===== src/rtl/scratch_mem_arbiter_pkg.sv =====
// Shared encodings and widths for the scratch-memory arbiter and its round-robin picker.
package scratch_mem_arbiter_pkg;

    typedef enum logic [1:0] {
        IDLE    = 2'd0,
        GRANT   = 2'd1,
        RELEASE = 2'd2
    } arb_state_t;

    localparam int ADDR_W  = 11;
    localparam int DATA_W  = 32;
    localparam int WORD_W  = 16;
    localparam int ID_W    = 3;
    localparam int TIMER_W = 12;

endpackage


===== src/rtl/scratch_mem_arbiter_rr_pick.sv =====
// Combinational round-robin picker: first set request at or after the pointer, wrapping.
module scratch_mem_arbiter_rr_pick
    import scratch_mem_arbiter_pkg::*;
#(
    parameter int NUM_REQ = 4
) (
    input  logic [NUM_REQ-1:0] req,
    input  logic [ID_W-1:0]    pointer,
    output logic [NUM_REQ-1:0] pick,
    output logic [ID_W-1:0]    pickId,
    output logic               found
);

    logic [2*NUM_REQ-1:0] rotated;
    logic [ID_W:0]        sum;

    always_comb begin
        // Doubling the vector turns the wrap-around search into a plain shift.
        rotated = {req, req} >> pointer;
        found   = 1'b0;
        sum     = '0;
        for (int k = 0; k < NUM_REQ; k++) begin
            if (!found && rotated[k]) begin
                found = 1'b1;
                sum   = {1'b0, pointer} + (ID_W + 1)'(k);
            end
        end
        if (sum >= (ID_W + 1)'(NUM_REQ)) begin
            sum = sum - (ID_W + 1)'(NUM_REQ);
        end
        pickId = sum[ID_W-1:0];
        pick   = found ? (NUM_REQ'(1) << pickId) : '0;
    end

endmodule


===== src/rtl/scratch_mem_arbiter.sv =====
// Round-robin, hold-per-operation arbiter sharing one scratch RAM port pair and add/L_add units.
module scratch_mem_arbiter
    import scratch_mem_arbiter_pkg::*;
#(
    parameter int NUM_REQ = 4,
    parameter int TIMEOUT = 4095
) (
    input  logic                      clk,
    input  logic                      reset,
    input  logic [NUM_REQ-1:0]        req,
    output logic [NUM_REQ-1:0]        gnt,
    output logic [ID_W-1:0]           gnt_id,
    output logic                      busy,
    output logic                      err_timeout,
    output arb_state_t                dbgState,
    input  logic [NUM_REQ*ADDR_W-1:0] reqReadAddr,
    input  logic [NUM_REQ*ADDR_W-1:0] reqWriteAddr,
    input  logic [NUM_REQ-1:0]        reqWriteEn,
    input  logic [NUM_REQ*DATA_W-1:0] reqMemOut,
    input  logic [NUM_REQ*WORD_W-1:0] reqAddOutA,
    input  logic [NUM_REQ*WORD_W-1:0] reqAddOutB,
    input  logic [NUM_REQ*DATA_W-1:0] reqL_addOutA,
    input  logic [NUM_REQ*DATA_W-1:0] reqL_addOutB,
    output logic [ADDR_W-1:0]         memReadAddr,
    output logic [ADDR_W-1:0]         memWriteAddr,
    output logic                      memWriteEn,
    output logic [DATA_W-1:0]         memOut,
    output logic [WORD_W-1:0]         addOutA,
    output logic [WORD_W-1:0]         addOutB,
    output logic [DATA_W-1:0]         L_addOutA,
    output logic [DATA_W-1:0]         L_addOutB
);

    arb_state_t         state, nextState;
    logic [ID_W-1:0]    ptr, nextPtr, nextGntId;
    logic [NUM_REQ-1:0] nextGnt, pick;
    logic [ID_W-1:0]    pickId;
    logic               found, nextErr;
    logic [TIMER_W-1:0] timer, nextTimer;

    scratch_mem_arbiter_rr_pick #(.NUM_REQ(NUM_REQ)) u_rr_pick (
        .req     (req),
        .pointer (ptr),
        .pick    (pick),
        .pickId  (pickId),
        .found   (found)
    );

    always_ff @(posedge clk) begin
        if (reset) begin
            state       <= IDLE;
            gnt         <= '0;
            gnt_id      <= '0;
            ptr         <= '0;
            timer       <= '0;
            err_timeout <= 1'b0;
        end else begin
            state       <= nextState;
            gnt         <= nextGnt;
            gnt_id      <= nextGntId;
            ptr         <= nextPtr;
            timer       <= nextTimer;
            err_timeout <= nextErr;
        end
    end

    always_comb begin
        nextState = state;
        nextGnt   = gnt;
        nextGntId = gnt_id;
        nextPtr   = ptr;
        nextTimer = timer;
        nextErr   = err_timeout;
        case (state)
            IDLE, RELEASE: begin
                nextGnt   = '0;
                nextState = IDLE;
                if (found) begin
                    nextState = GRANT;
                    nextGnt   = pick;
                    nextGntId = pickId;
                    nextTimer = '0;
                end
            end
            GRANT: begin
                // Overlong grants are flagged but never revoked.
                if (timer == TIMER_W'(TIMEOUT)) begin
                    nextErr = 1'b1;
                end
                if (|(req & gnt)) begin
                    if (timer != '1) begin
                        nextTimer = timer + TIMER_W'(1);
                    end
                end else begin
                    nextState = RELEASE;
                    nextGnt   = '0;
                    nextPtr   = (gnt_id == ID_W'(NUM_REQ - 1)) ? '0 : gnt_id + ID_W'(1);
                end
            end
            default: begin
                nextState = IDLE;
                nextGnt   = '0;
            end
        endcase
    end

    assign busy     = |gnt;
    assign dbgState = state;

    // One-hot AND-OR mux: with no grant every shared output falls to zero.
    always_comb begin
        memReadAddr  = '0;
        memWriteAddr = '0;
        memWriteEn   = 1'b0;
        memOut       = '0;
        addOutA      = '0;
        addOutB      = '0;
        L_addOutA    = '0;
        L_addOutB    = '0;
        for (int i = 0; i < NUM_REQ; i++) begin
            if (gnt[i]) begin
                memReadAddr  |= reqReadAddr[i*ADDR_W +: ADDR_W];
                memWriteAddr |= reqWriteAddr[i*ADDR_W +: ADDR_W];
                memWriteEn   |= reqWriteEn[i];
                memOut       |= reqMemOut[i*DATA_W +: DATA_W];
                addOutA      |= reqAddOutA[i*WORD_W +: WORD_W];
                addOutB      |= reqAddOutB[i*WORD_W +: WORD_W];
                L_addOutA    |= reqL_addOutA[i*DATA_W +: DATA_W];
                L_addOutB    |= reqL_addOutB[i*DATA_W +: DATA_W];
            end
        end
    end

endmodule


===== config.mk =====
export PLATFORM = sky130hd
export DESIGN_NAME = scratch_mem_arbiter
export DESIGN_NICKNAME = d
export VERILOG_FILES = /design/src/rtl/scratch_mem_arbiter_pkg.sv /design/src/rtl/scratch_mem_arbiter_rr_pick.sv /design/src/rtl/scratch_mem_arbiter.sv
export SDC_FILE = /design/constraint.sdc
export NUM_CORES = 1
export LEC_CHECK = 0
export CORE_AREA = 2 2 300 302
export CTS_BUF_LIST = sky130_fd_sc_hd__clkbuf_8
export DETAILED_ROUTE_END_ITERATION = 12
export DIE_AREA = 0 0 302 304
export MAX_ROUTING_LAYER = met4
export SLEW_MARGIN = 20
export SYNTH_ARGS = -nofsm -noshare
export SYNTH_HDL_FRONTEND = slang
export SYNTH_HIERARCHICAL = 1
export SYNTH_SLANG_ARGS = --single-unit
export TNS_END_PERCENT = 50

===== constraint.sdc =====
create_clock -name clk -period 2.7 [get_ports clk]
set_clock_uncertainty 0.2 [all_clocks]
set_input_delay 0.27 -clock clk [delete_from_list [all_inputs] [get_ports clk]]
set_output_delay 0.27 -clock clk [all_outputs]
set_load 0.02 [all_outputs]

# Word-level counts from Yosys, hierarchy flattened
# Cells that the tools add are included.
# classes
n_eq_ne	9
n_shift	2
n_reduce_logical	15
magnitude_cmp	1
n_mux	52
bitwise	26
addsub	6
# op_table
op	n
$mux W32	12
$or A32 B32 Y32	9
$mux W16	8
$or A16 B16 Y16	6
$mux W11	8
$or A11 B11 Y11	6
$mux W12	3
$pmux W12 S2	1
$mux W4	5
$add A12 B1 Y12 const B	1
$eq A12 B12 Y1 const B	1
$ne A12 B12 Y1 const B	1
$mux W1	9
$mux W3	3
$add A3 B2 Y4 const B	2
$ne A2 B2 Y1 const B	4
$pmux W4 S2	1
$reduce_or A4 Y1	2
$shr A8 B3 Y4	1
$reduce_and A2 Y1	3
$add A3 B1 Y4 const B	1
$and A4 B4 Y4	1
$ge A4 B3 Y1 const B	1
$pmux W2 S2	1
15 further kinds	21
# totals
word_cells	117
out_inout_bits	162
register_bits	25
in_bits	610

# Logic depth before layout (Yosys ltp)
# Gate-level depths: netlist of the first run.
# depth
depth_word	16
depth_mapped	10
depth_no_buf	8

# Hierarchy
# Netlist of the first run, hierarchy kept.
# by_module_without_submodules
module	seq_area_each_um2	cells_per_inst	n_inst	area_each_um2
scratch_mem_arbiter	500.5	666	1	4355.4
scratch_mem_arbiter_rr_pick	0.0	65	1	541.8

# Worst setup path before layout of the first run
# No wires, ideal clock.
# synth_timing
path_type	register -> register
from	register ptr[0]
to	register timer[2]
path_buffers	3
period_less_slack_ps	2323
setup_ps	106
arrival_ps	2017
path_slack_ps	377
path_stages_with_launch	10
path_cell_list	dfxtp_1 > buf_6 > buf_4 > a21oi_1 > a22oi_1 > or4_1 > nand2b_1 > clkbuf_1 > o21ai_1 > o311ai_0
# synth_via
elab_chain_len	13
# synth_rtl
item	line_no	rtl
start: declaration	scratch_mem_arbiter.sv:35	logic [ID_W-1:0] ptr, nextPtr, nextGntId;
start signal: assignment	scratch_mem_arbiter.sv:61	ptr <= nextPtr;
$shr A8 B3 Y4 (*)	scratch_mem_arbiter_rr_pick.sv:19	rotated = {req, req} >> pointer;
$mux W1	scratch_mem_arbiter_rr_pick.sv:23	if (!found && rotated[k]) begin
$logic_not A1 Y1	scratch_mem_arbiter_rr_pick.sv:23	
$logic_and A1 B1 Y1	scratch_mem_arbiter_rr_pick.sv:23	
$mux W1	scratch_mem_arbiter_rr_pick.sv:23	
$logic_not A1 Y1	scratch_mem_arbiter_rr_pick.sv:23	
$logic_and A1 B1 Y1	scratch_mem_arbiter_rr_pick.sv:23	
$mux W1	scratch_mem_arbiter_rr_pick.sv:23	
$logic_not A1 Y1	scratch_mem_arbiter_rr_pick.sv:23	
$logic_and A1 B1 Y1	scratch_mem_arbiter_rr_pick.sv:23	
$mux W1 (*)	scratch_mem_arbiter_rr_pick.sv:23	
via found	scratch_mem_arbiter.sv:38	logic found, nextErr;
$ne A2 B2 Y1 (no line) (*)	n/a	
$reduce_and A4 Y1 (no line) (*)	n/a	
end signal: assignment	scratch_mem_arbiter.sv:62	timer <= nextTimer;
end: declaration	scratch_mem_arbiter.sv:39	logic [TIMER_W-1:0] timer, nextTimer;
# Mark *: on every way through the listed nets, which the timed path passes. The rest lies on a longest branch.
# A chain may end at the register's enable or synchronous reset.

# Worst setup path after layout of the first run
# layout_timing
from	input req[1]
to	register gnt[0]
# layout_via
elab_chain_len	16
elab_cells_between_ends	24
# layout_rtl
item	line_no	rtl
start: declaration	scratch_mem_arbiter.sv:10	input logic [NUM_REQ-1:0] req,
$shr A8 B3 Y4 (*)	scratch_mem_arbiter_rr_pick.sv:19	
$mux W1	scratch_mem_arbiter_rr_pick.sv:23	
$logic_not A1 Y1	scratch_mem_arbiter_rr_pick.sv:23	
$logic_and A1 B1 Y1	scratch_mem_arbiter_rr_pick.sv:23	
$mux W1	scratch_mem_arbiter_rr_pick.sv:23	
$logic_not A1 Y1	scratch_mem_arbiter_rr_pick.sv:23	
$logic_and A1 B1 Y1	scratch_mem_arbiter_rr_pick.sv:23	
$mux W1	scratch_mem_arbiter_rr_pick.sv:23	
[... 2 more ...]	n/a	
$mux W4 (*)	scratch_mem_arbiter_rr_pick.sv:23	
$ge A4 B3 Y1 or $sub A3 B3 Y3 (tied branches)	scratch_mem_arbiter_rr_pick.sv:28, scratch_mem_arbiter_rr_pick.sv:29	
$mux W3 (*)	scratch_mem_arbiter_rr_pick.sv:28	if (sum >= (ID_W + 1)'(NUM_REQ)) begin
via pickId[2]	scratch_mem_arbiter.sv:37	logic [ID_W-1:0] pickId;
$shl A1 B3 Y4 (*)	scratch_mem_arbiter_rr_pick.sv:32	pick = found ? (NUM_REQ'(1) << pickId) : '0;
via pick[0]	scratch_mem_arbiter.sv:36	logic [NUM_REQ-1:0] nextGnt, pick;
$mux W4 (*)	scratch_mem_arbiter.sv:78	if (found) begin
$pmux W4 S2 (*)	scratch_mem_arbiter.sv:74	case (state)
end signal: assignment	scratch_mem_arbiter.sv:59	gnt <= nextGnt;
end: declaration	scratch_mem_arbiter.sv:11	output logic [NUM_REQ-1:0] gnt,
# Marks and branches as above.

==> results of run 1 <==
-- tightest hold or removal path, cell delays in order (launching register included) --
cell     delay [ns]
dfxtp_1        0.35
a21oi_1        0.04
nor2_1         0.07
-- cells in the final DEF (no fill, tap or decap), types with 3 or more instances in the layout --
cell type	netlist	routed
clkdlybuf4s50_1	0	718
a22oi_1	310	310
nand2_1	166	166
buf_4	1	68
buf_12	0	43
dfxtp_1	25	20
nor2_1	13	13
nor2b_1	12	12
diode_2	0	11
a21oi_1	11	11
nand3_1	10	10
o211ai_1	9	9
nand2b_1	8	8
ha_1	6	6
inv_1	5	5
o21ai_0	4	4
or4_1	4	4
and3_1	4	4
dfxtp_4	0	4
mux2i_1	3	3
a31oi_1	3	3
nand4_1	3	3
a211oi_1	3	3
a21o_1	3	3
o22ai_1	3	3
clkbuf_8	0	3
nor3_1	3	3
nor3b_1	3	3
-- how the worst min path moves through the flow --
stage / slack, ns / to / from / cells after the start
after floorplan: 0.26 / ptr[0]$_SDFFE_PP0P_ / ptr[0]$_SDFFE_PP0P_ / 2
after global placement: 0.29 / gnt_id[1]$_SDFFE_PP0P_ / gnt_id[1]$_SDFFE_PP0P_ / 2
after detailed placement: 0.28 / err_timeout$_SDFFE_PP0P_ / err_timeout$_SDFFE_PP0P_ / 2
after CTS: 0.30 / gnt_id[2]$_SDFFE_PP0P_ / gnt_id[2]$_SDFFE_PP0P_ / 2
after global routing: 0.32 / err_timeout$_SDFFE_PP0P_ / err_timeout$_SDFFE_PP0P_ / 2
final: 0.29 / err_timeout$_SDFFE_PP0P_ / err_timeout$_SDFFE_PP0P_ / 2
-- registers in the layout, indices dropped and copies added, names as in the netlist --
register,count
timer,12
gnt,4
gnt_id,3
ptr,3
dbgState,2
err_timeout,1
-- where the power goes --
part	total (W)	internal [W]	switching, W
sequential	0.000441	0.000393	0.0000485
combinational	0.00511	0.00252	0.00259
clock	0.000236	0.000104	0.000133
total	0.00578	0.00302	0.00277
-- cells by family after synthesis --
| logic type | synth area share |
|---|---|
| mux | 0.0153 |
| flops | 0.102 |
| buf+inv | 0.0733 |
| simple gates | 0.223 |
| fa+ha+maj | 0.0153 |
| compound gates | 0.571 |
-- through the flow --
step / instances / power, W / instance area [sq um]
global route: 2671 / 0.00618 / 14700
CTS: 2660 / 0.00591 / 14700
global placement: 2656 / 0.00566 / 14600
detailed placement: 2656 / 0.00565 / 14600
finish: 2671 / 0.00578 / 14700
floorplan: 731 / 0.00226 / 4900
-- per-layer routing --
| metal | up-vias | track usage | routed length (microns) |
|---|---|---|---|
| met1 | 4481 | 0.135 | 22800 |
| met4 | 0 | 0.0195 | 737 |
| li1 | 4429 | - | - |
| met3 | 30 | 0.0455 | 6230 |
| met5 | - | - | 0 |
| met2 | 585 | 0.181 | 24900 |
-- cell type report --
type,count,area [sq um],share of cell area
sequential,25,517,0.0352
tap,1176,1470,0.100
inverter,6,25.0,0.00170
antenna,11,27.5,0.00187
multi-input combinational,620,4040,0.275
clock inverter,1,5.00,0.000341
clock buffer,3,41.3,0.00281
timing repair buffer,829,8560,0.583
==> run_results.csv, run 1 <==
group,metric,value,unit
status,status,"finished, final reports clean",
power,peakVddDrop,0.000216,V
critical_path,cp-start-kind,"input pin",
timing,finalWorstSetupSlack,0.139,ns
placed_design,hpwl,48100,microns
logic_synthesis,ys_warn_count,6,
critical_path,startpoint,"req[1]",
critical_path,crit_top_cell,"a2111oi_4",
floorplanning,fp.dieW,302,microns
clocking,holdBufCountCts,0,
clocking,clock_sinks,25,
routing,dr.pass1.iters,5,
routing,drtAntennaViolNets,0,
hold_path,min-delay-path-class,"reg -> reg",
clocking,clk_latency,0.28,ns
critical_path,crit_path_end,"gnt[0]$_SDFFE_PP0P_",
power,p_per_area,394,mW/mm^2
logic_synthesis,yosys.area.top_type,"a22oi_1",
floorplanning,io_pins,772,
logic_synthesis,synth_cells,731,
clocking,htree_levels,1,
clocking,cts_tree,"yes",
critical_path,critPathBufInv,1,
global_route,grt_pass1_vias,9494,
routing,num_vias,9525,
critical_path,criticalPathCategory,"in -> reg",
global_route,grt_usage,0.114,
critical_path,ff2ff_setup_slack,0.22,ns
floorplanning,row_count,110,
critical_path,r2r_end,"gnt[1]$_SDFFE_PP0P_",
global_route,grt_pass1_wl,72000,microns
logic_synthesis,synth_area_leaders,"a22oi_1, nand2_1, dfxtp_1",
logic_synthesis,synth.cell_area,0.00490,sq mm
critical_path,crit_fanout,6,
clocking,cts_setup_buffers,0,
routing,vias_per_cell,3.57,
clocking,cts-root-buf,"clkbuf_8",
logic_synthesis,yosys-top-cells-count,"a22oi_1, nand2_1, clkbuf_1",
routing,wl,54700,microns
clocking,cts-resized-gates,0,
timing,setup_viol_count_final,0,
floorplanning,dieArea,0.0918,sq mm
routing,routedWlPerCell,20.5,microns
logic_synthesis,synth_edf_count,0,
timing,fmax,0.390,GHz
logic_synthesis,synth_nets,1347,
placed_design,pre_cts_ws,-0.156,ns
timing,slew_viol_final,0,
logic_synthesis,synth_top_area_share,0.475,
clocking,clock_path_buffers,2,
critical_path,reg2reg_from,"ptr[0]$_SDFFE_PP0P_",
power,power_leakage,5.35,nW
logic_synthesis,ys_types,61,
timing,holdWs,0.295,ns
timing,timing.final.crit_share,0.949,
timing,period_needed,2.56,ns
routing,drc_errors,0,
final_layout,nNetsFinal,2101,
final_layout,fill_cells,10100,
critical_path,slowest_stage,"clkdlybuf4s50_1",
timing,hold_viol,0,
logic_synthesis,ys.flop_type,"dfxtp_1",
timing,tns,0,ns
critical_path,critPathRequiredTime,2.66,ns
logic_synthesis,yosysMostFrequentCell,"a22oi_1",
timing,maxSlewHeadroom,0.542,
critical_path,rr_worst_depth,9,
logic_synthesis,synthArstFlopShare,0,
final_layout,drive_gt1_frac,0.0910,
timing,worst_pin_slew,0.683,ns
global_route,grt.overflow.total,0,
final_layout,post-route-util,0.165,
floorplanning,core,0.0890,sq mm
placed_design,port_buffers,771,
critical_path,endpoint_kind,"flip-flop",
floorplanning,start_util,0.0550,
global_route,grt_max_degree,62,
timing,rsz0062_at_grt,"no",
job,cap_violations,0,
logic_synthesis,ys_seq_elements,25,
final_layout,syn_to_final_growth,200,%
placed_design,gp_congestion,0.884,
critical_path,slowest_delay,0.58,ns
clocking,cts_inserted_buffers,3,
critical_path,critPathTopFamily,"compound AO/OA/AOI/OAI gates",
critical_path,path_cells,"clkdlybuf4s50_1 -> nand2_1 -> a2111oi_4 -> a22o_4 -> a22oi_2 -> a2111oi_4 -> nor3_1 -> a22oi_1 -> nor2_1",
floorplanning,die_h,304,microns
routing,drtIter0Drc,868,
logic_synthesis,yosysSeqAreaShare,0.102,
critical_path,critPathArrivalTime,2.53,ns
critical_path,worst-path-stages,9,
logic_synthesis,avgSynthCellArea,6.70,sq um
global_route,antenna_found_initial,16,
clocking,cts.clk_slew.worst_paths,0.10,ns
(Power assumes the default switching activity.)
==> run 2, diff against run 1 <==
CELL_PAD_IN_SITES_DETAIL_PLACEMENT = 1   (was unset)
CELL_PAD_IN_SITES_GLOBAL_PLACEMENT = 1   (was unset)
CORE_AREA = 2 2 297 299   (was 2 2 300 302)
DIE_AREA = 0 0 299 301   (was 0 0 302 304)
PLACE_DENSITY_LB_ADDON = 0.1   (was unset)
TNS_END_PERCENT = unset   (was 50)
==> run_results.csv, run 2 (same netlist as run 1, synthesis figures left out) <==
group,metric,value,unit
status,status,"finished, final reports clean",
power,power_switching,0.00252,W
routing,num_vias,9380,
critical_path,path_cells,"buf_12 -> buf_12 -> a22oi_1 -> nand2_1 -> clkdlybuf4s50_1",
routing,drtIter0Drc,349,
power,p_comb_frac,0.870,
critical_path,critPathTopFamily,"buffers and inverters",
timing,rsz0062_at_grt,"yes",
final_layout,top_register,"timer",
clocking,cts_inserted_buffers,3,
hold_path,hold_path_end,"err_timeout$_SDFFE_PP0P_",
timing,worst_pin_slew,0.682,ns
routing,wl,58900,microns
clocking,htree_levels,1,
power,p_sw_frac,0.465,
clocking,clock_sinks,25,
placed_design,hpwl,50400,microns
global_route,grt_pass1_vias,10300,
power,power_leakage,5.35,nW
timing,slew_viol_final,0,
floorplanning,row_count,108,
floorplanning,start_util,0.0566,
critical_path,critPathRequiredTime,2.23,ns
routing,routedWlPerCell,22.0,microns
job,cap_violations,0,
placed_design,gp_congestion,0.843,
critical_path,critPathBufInv,3,
final_layout,fill_cells,10300,
global_route,grt_usage,0.126,
routing,dr.pass1.iters,6,
timing,timing.final.crit_share,0.953,
global_route,grt_pass1_wl,79700,microns
critical_path,reg2reg_from,"ptr[0]$_SDFFE_PP0P_",
power,p_int,0.00290,W
critical_path,rr_worst_depth,9,
global_route,grt_max_degree,50,
clocking,cts_tree,"yes",
hold_path,min_from,"err_timeout$_SDFFE_PP0P_",
global_route,antenna_found_initial,9,
power,p_per_area,369,mW/mm^2
timing,hold_viol,0,
critical_path,ff2ff_setup_slack,0.14,ns
critical_path,crit_fanout,49,
floorplanning,core,0.0865,sq mm
timing,period_needed,2.57,ns
power,power_frac_seq,0.085,
final_layout,drive_gt1_frac,0.0729,
final_layout,nNetsFinal,2125,
power,peakVddDrop,0.000159,V
final_layout,syn_to_final_growth,199,%
floorplanning,fp.dieW,299,microns
timing,maxSlewHeadroom,0.542,
clocking,clk_latency,0.29,ns
placed_design,port_buffers,771,
floorplanning,die_h,301,microns
hold_path,whs_path_depth,2,
floorplanning,dieArea,0.0900,sq mm
critical_path,slowest_delay,0.62,ns
critical_path,critPathArrivalTime,2.10,ns
critical_path,crit_top_cell,"buf_12",
floorplanning,io_pins,772,
final_layout,final_common_cell,"clkdlybuf4s50_1",
power,total_power,0.00542,W
global_route,grt.overflow.total,0,
critical_path,slowest_stage,"clkdlybuf4s50_1",
timing,fmax,0.388,GHz
final_layout,top_regs,"timer (12), gnt (4)",
clocking,cts-root-buf,"clkbuf_8",
clocking,cts.clk_slew.worst_paths,0.12,ns
routing,drc_errors,0,
power,clkPwrFrac,0.045,
clocking,clock_path_buffers,2,
hold_path,min-delay-path-class,"reg -> reg",
critical_path,criticalPathCategory,"reg -> out",
routing,drtAntennaViolNets,0,
critical_path,cp-start-kind,"flip-flop",
final_layout,final_cell_mix,"clkdlybuf4s50_1, a22oi_1, nand2_1",
timing,holdWs,0.309,ns
critical_path,endpoint_kind,"primary output",
final_layout,largest_register_ffs,12,
timing,setup_viol_count_final,0,
critical_path,r2r_end,"gnt[2]$_SDFFE_PP0P_",
routing,vias_per_cell,3.51,
run 2: through the flow:
stage	TNS [ns]	setup slack [ns]	cells	utilization	instance area (sq um)
floorplan	0	0.377	731	-	4900
global placement	-0.800	-0.168	2652	0.168	14500
detailed placement	-0.899	-0.205	2652	0.168	14500
CTS	0	0.000193	2660	0.169	14600
global route	-0.0178	-0.0178	2670	0.170	14700
finish	0	0.126	2670	0.170	14700
run 2: power groups by stage:
stage	logic [W]	registers, W	clock network (W)
6_report	0.00471	0.000459	0.000244
3_5_place_dp	0.00478	0.000491	0
4_1_cts	0.00484	0.000472	0.000265
3_3_place_gp	0.00480	0.000492	0
2_1_floorplan	0.00183	0.000433	0
5_1_grt	0.00506	0.000467	0.000274
run 2: worst register-to-register path, cell delays in order, from the launching register on:
cell and delay, ns:
dfxtp_4 0.39, buf_4 0.19, inv_4 0.08, mux4_2 0.52
nor2b_4 0.15, a221o_1 0.36, o2bb2ai_2 0.16, nor3b_1 0.15
a22oi_1 0.20, nor2_1 0.06
run 2: repair_timing:
action / CTS / global route
hold buffers: 0 / 0
pin swaps: 0 / 2
resized for setup: 3 / 5
setup endpoints to repair: 5 / 16
buffers inserted: 4 / 3
cloned: 0 / 0
run 2: cell type report:
| class | instances | area [sq um] | share of cell area |
|---|---|---|---|
| repair buffers | 853 | 8570 | 0.584 |
| well taps | 1155 | 1450 | 0.0985 |
| diodes | 7 | 17.5 | 0.00119 |
| flip-flops and latches | 25 | 519 | 0.0354 |
| clock buffers | 3 | 41.3 | 0.00282 |
| clock inverters | 1 | 5.00 | 0.000341 |
| multi-input cells | 620 | 4050 | 0.276 |
| inverters | 6 | 25.0 | 0.00171 |
run 2: worst max-delay path by stage:
stage | cells past startpoint | slack [ns] | startpoint | to
final | 5 | 0.13 | gnt[0]$_SDFFE_PP0P_ | addOutB[11]
after global routing | 9 | -0.02 | req[0] | gnt[0]$_SDFFE_PP0P_
after CTS | 5 | 0.0002 | gnt[2]$_SDFFE_PP0P_ | memOut[16]
after detailed placement | 9 | -0.21 | req[1] | gnt[2]$_SDFFE_PP0P_
after global placement | 10 | -0.17 | req[0] | gnt[3]$_SDFFE_PP0P_
after floorplan | 9 | 0.38 | ptr[0]$_SDFFE_PP0P_ | timer[2]$_SDFFE_PP0P_
run 2: routing by layer:
| metal | vias to the layer above | routed length, microns | track usage |
|---|---|---|---|
| li1 | 4469 | - | - |
| met4 | 0 | 221 | 0.0117 |
| met3 | 8 | 3850 | 0.0298 |
| met5 | - | 0 | - |
| met1 | 4481 | 22500 | 0.135 |
| met2 | 422 | 32300 | 0.240 |
